<file path="src/rtl/banco_registradores.sv">
// banco_registradores: general-purpose register file for the multicycle MIPS datapath.
//
// This block has 32 registers of DATA_W bits, two combinational read ports and one
// synchronous write port. $0 always reads as zero. $29, the stack pointer, resets to SP_RESET.
// Two operand latches, A and B, capture the read ports for the ALU cycle that follows.
//
// Ports:
//   clk        - single clock; all state updates on the rising edge
//   reset_n    - asynchronous, active-low reset
//   reg_write  - write enable for the register array
//   write_reg  - destination index (from the write-register mux)
//   write_data - data written to write_reg
//   read_reg1  - port 1 index (rs)
//   read_reg2  - port 2 index (rt)
//   load_a     - capture read_data1 into reg_a_out
//   load_b     - capture read_data2 into reg_b_out
//   read_data1 - combinational contents of read_reg1
//   read_data2 - combinational contents of read_reg2
//   reg_a_out  - registered operand A
//   reg_b_out  - registered operand B
module banco_registradores #(
  parameter int unsigned       DATA_W   = 32,
  parameter logic [DATA_W-1:0] SP_RESET = 32'd227
) (
  input  logic              clk,
  input  logic              reset_n,
  input  logic              reg_write,
  input  logic [4:0]        write_reg,
  input  logic [DATA_W-1:0] write_data,
  input  logic [4:0]        read_reg1,
  input  logic [4:0]        read_reg2,
  input  logic              load_a,
  input  logic              load_b,
  output logic [DATA_W-1:0] read_data1,
  output logic [DATA_W-1:0] read_data2,
  output logic [DATA_W-1:0] reg_a_out,
  output logic [DATA_W-1:0] reg_b_out
);

  localparam int unsigned NumRegs = 32;
  localparam logic [4:0]  SpIdx   = 5'd29;

  logic [DATA_W-1:0] rf_q [NumRegs];
  logic [NumRegs-1:0] wr_en;
  logic [DATA_W-1:0] reg_a_q, reg_a_d;
  logic [DATA_W-1:0] reg_b_q, reg_b_d;

  // One-hot write decode; entry 0 is never enabled, so $0 keeps its reset value of zero.
  always_comb begin
    wr_en = '0;
    if (reg_write && (write_reg != 5'd0)) begin
      wr_en[write_reg] = 1'b1;
    end
  end

  always_ff @(posedge clk or negedge reset_n) begin
    if (!reset_n) begin
      for (int i = 0; i < NumRegs; i++) begin
        rf_q[i] <= (i == int'(SpIdx)) ? SP_RESET : '0;
      end
    end else begin
      for (int i = 0; i < NumRegs; i++) begin
        if (wr_en[i]) begin
          rf_q[i] <= write_data;
        end
      end
    end
  end

  // There is no write bypass. The read ports show the array contents before the edge
  // that commits a write.
  always_comb begin
    read_data1 = (read_reg1 == 5'd0) ? '0 : rf_q[read_reg1];
    read_data2 = (read_reg2 == 5'd0) ? '0 : rf_q[read_reg2];
  end

  always_comb begin
    reg_a_d = load_a ? read_data1 : reg_a_q;
    reg_b_d = load_b ? read_data2 : reg_b_q;
  end

  always_ff @(posedge clk or negedge reset_n) begin
    if (!reset_n) begin
      reg_a_q <= '0;
      reg_b_q <= '0;
    end else begin
      reg_a_q <= reg_a_d;
      reg_b_q <= reg_b_d;
    end
  end

  assign reg_a_out = reg_a_q;
  assign reg_b_out = reg_b_q;

endmodule

</file>
<file path="config.mk">
export PLATFORM = sky130hd
export DESIGN_NAME = banco_registradores
export DESIGN_NICKNAME = d
export VERILOG_FILES = /design/src/rtl/banco_registradores.sv
export SDC_FILE = /design/constraint.sdc
export NUM_CORES = 2
export LEC_CHECK = 0
export BUFFER_PORTS_ARGS = -buffer_cell sky130_fd_sc_hd__buf_2
export CORE_MARGIN = 2
export CORE_UTILIZATION = 35
export DETAILED_ROUTE_END_ITERATION = 7
export PLACE_DENSITY = 0.59
export REMOVE_ABC_BUFFERS = 1
export SYNTH_ARGS = -nofsm -noshare
export SYNTH_HDL_FRONTEND = slang
export SYNTH_SLANG_ARGS = --single-unit
export TNS_END_PERCENT = 10
</file>
<file path="constraint.sdc">
create_clock -name clk -period 4.4 [get_ports clk]
set_input_delay 0.44 -clock clk [delete_from_list [all_inputs] [get_ports clk]]
set_output_delay 0.44 -clock clk [all_outputs]
set_load 0.02 [all_outputs]
</file>
==> summary.md <==
| Metric | Value |
|---|---|
| Status | completed |
| DRC | 0 |
| Simple-Gate Fraction of Synth Area | 1.73% |
| Slew Viols, Final | 0 |
| RSZ-0062 raised after global routing | false |
| XOR/XNOR Fraction of Synth Area | 0% |
| CP Data Required Time | 3.96 ns |
| Final worst-path setup slack | 0.722 ns |
| Fraction of layout cells with a size suffix above 1 | 51.8% |
| Post-layout minimum cycle time | 3.68 ns |
| Portion of netlist area occupied by mux cells | 40.2% |
| Syn-to-layout area delta | 14.1% |
| Routed vias | 37,700 |
| Number of DRC markers in iteration 0 | 3,439 |
| Port buffer count | 179 |
| I/O pins | 180 |
| Ys Warns | 0 |
| Max-cap violations | 0 |
| Top_reg_cell synth | dfrtp_1 |
| Worst slack, placed | 0.697 ns |
| Die Area | 165,000 um2 |
| Worst Hold Class | in2reg |
| Vias in the first global route | 38,600 |
| Drt first pass iters | 7 |
| Crit. End Element | primary output |
| CTS max path bufs | 3 |
| GR Util All Layers | 24.3% |
| TritonCTS Buffers | 131 |
| Post-DP HPWL | 121,000 um |
| Post-route ant nets | 0 |
| Highest clock rate | 272 MHz |
| Worst Setup SP | read_reg1[0] |
| Post-CTS Repair Setup Buffers | 0 |
| Crit-path max FO | 51 |
| Synth Register Bits | 1,088 |
| Worst relative slew slack | 6.33% |
| Starting Density | 35.3% |
| Measured slew at the worst slew-check pin | 1.40 ns |
| Synth Area in Adders | 0% |
| Drt via density | 6.07 |
| Cell Area, Synth | 56,800 um2 |
| Largest family of logic cells by synthesized area | multiplexers |
| Final hold viol count | 0 |
| Worst Setup Start Kind | input pin |
| Root Buffer | clkbuf_16 |
| Clock Skew | 0.0345 ns |
| Final Cell Area | 64,800 um2 |
| Critical path arrival | 3.24 ns |
| Synth Area in Compound Gates | 6.18% |
| Core Footprint | 161,000 um2 |
| Die width | 407 um |
| Gr ovfl total | 0 |
| Cell family with the largest share of critical-path delay | buffers and inverters |
| Largest net degree at the start of global routing | 126 |
| Final setup viols | 0 |
| Final Cycle Share | 83.6% |
| Clock transition at path regs | 0.05 ns |
| CTS sink count | 1,088 |
| WP buf/inv | 3 |
| Post-synth EDFFs | 0 |
| Placed inst area | 60,400 um2 |
| Worst Path Class, Setup | in2out |
| Netlist cell types | 49 |
| Post-Syn Area per Cell | 14.4 um2 |
| Crit-path slowest cell | mux4_2 |
| First-pass GRT wire length | 289,000 um |
| Core Rows | 147 |
| FFs w/ async S/R, synth | 100% |
| Worst skew pair latency | 0.79 ns |
| R2r startpoint | rf_q[579] |
| Fin Setup TNS | 0 ns |
| Height of the die | 407 um |
| PwrDens | 470 nW/um2 |
| Leak pwr | 28.1 nW |
| GPL Wtd Cong | 0.821 |
| Final wirelength | 201,000 um |
| Post-Syn Instances | 3,934 |
| Routed len/inst | 32.3 um |
| Hold Startpoint | load_b |
| Register area share after synthesis | 48.0% |
| Max IR drop VDD | 409 uV |
| Critical Path, Cell by Cell | buf_8 -> buf_4 -> mux4_2 -> a22o_1 -> a2111oi_1 -> a41o_1 -> nor2_1 -> buf_2 |
| Max incr delay on CP | 0.54 ns |
| TritonCTS clock tree | done |
| CTS H-Tree Depth | 4 |
| Nets@finish | 4,014 |
| Antenna violations before repair | 14 |
metal layers:
layer	up-vias	share of wire (%)	track usage (%)
met1	20700	43	33.1
met4	14	3.6	8.79
met5	-	0.046	0
met3	375	7.0	4.69
li1	15200	-	-
met2	1383	47	38.4
area by class of cell:
cell class	count	area, um2
fillers	15100	96000
inverters	41	154
repair buffers	346	2770
clock buffers	186	3850
well taps	2160	2700
clock inverters	40	498
diodes	2	5.00
multi-input cells	2354	27600
flip-flops and latches	1088	27200
worst paths after layout:
| kind | end | slack [ns] | depth (start not counted) |
|---|---|---|---|
| max in group asynchronous | rf_q[75] | 2.77 | 3 |
| max | read_data1[12] | 0.72 | 8 |
| max reg2reg | reg_a_out[3] | 1.93 | 5 |
| min | reg_b_out[4] | 0.09 | 2 |
| min in group asynchronous | rf_q[147] | 0.22 | 2 |
| min reg2reg | rf_q[997] | 0.40 | 0 |
where the power goes:
group | internal (mW) | leakage [nW] | total (mW) | switching, mW
registers | 11.9 | 13.9 | 13.3 | 1.42
logic | 3.40 | 12.0 | 6.04 | 2.64
clock network | 6.57 | 2.13 | 11.1 | 4.54
per-stage QoR:
stage	hold WS (ns)	power, mW	utilization, %	std cells
4_1_cts	0.0579	30.6	40.3	6215
6_report	0.0857	30.5	40.3	6217
3_3_place_gp	0.383	19.3	37.6	5986
3_5_place_dp	0.387	19.5	37.6	5988
5_1_grt	0.0787	31.7	40.3	6215
2_1_floorplan	0.144	17.1	-	3483
sequential cells by signal (all words and copies together), names as in the netlist:
signal and count:
reg_a_out 32, reg_b_out 32, rf_q 1024
cells by family after synthesis:
| logic type | Yosys count |
|---|---|
| buffers and inverters | 492 |
| muxes | 1696 |
| DFF | 1088 |
| AOI/OAI and AO/OA | 448 |
| and+or+nand+nor | 210 |
Yosys cell counts, drive strengths merged, types with 3 or more instances:
cell | number | area share, %
nor2b | 8 | 0.088
dfstp | 5 | 0.23
a41o | 20 | 0.35
a2111oi | 20 | 0.36
clkbuf | 241 | 1.6
nand2b | 6 | 0.066
o22ai | 92 | 1.0
or3b | 3 | 0.046
a21oi | 40 | 0.35
o2111ai | 24 | 0.37
o32ai | 8 | 0.12
mux2 | 1145 | 23
nor3 | 11 | 0.097
mux4 | 352 | 14
a221o | 8 | 0.14
and3 | 25 | 0.28
o22a | 11 | 0.17
nand4b | 3 | 0.046
a22o | 30 | 0.46
o31ai | 3 | 0.040
a221oi | 20 | 0.31
or3 | 4 | 0.044
o21ai | 8 | 0.071
a211oi | 5 | 0.066
dfrtp | 1083 | 48
a32o | 34 | 0.60
nor2 | 65 | 0.43
mux2i | 199 | 3.5
a22oi | 82 | 1.1
o221ai | 41 | 0.63
nand2 | 73 | 0.48
buf | 210 | 2.1
inv | 41 | 0.27
cell usage in the layout, fill, tap and decap left out, drive strengths merged, types with 3 or more instances in the layout:
| cell | n |
|---|---|
| clkinvlp | 6 |
| a2111oi | 20 |
| o31ai | 3 |
| a211oi | 5 |
| a22o | 30 |
| mux4 | 352 |
| or3b | 3 |
| nand4b | 3 |
| o22a | 11 |
| clkinv | 16 |
| dfrtp | 1083 |
| o221ai | 41 |
| nand2b | 6 |
| a221oi | 20 |
| a32o | 34 |
| mux2 | 1145 |
| nor2b | 8 |
| nor2 | 65 |
| clkbuf | 186 |
| o22ai | 92 |
| bufinv | 8 |
| mux2i | 199 |
| a21oi | 40 |
| and3 | 25 |
| or3 | 4 |
| o2111ai | 24 |
| o32ai | 8 |
| a22oi | 82 |
| a221o | 8 |
| a41o | 20 |
| buf | 345 |
| nor3 | 11 |
| o21ai | 8 |
| inv | 51 |
| nand2 | 73 |
| dfstp | 5 |
what timing repair did:
item                      CTS  global route
hold endpoints to repair   47             0
gates resized for setup     0             0
hold buffers                1             0
Note: power is estimated with default switching activity, not from simulation.
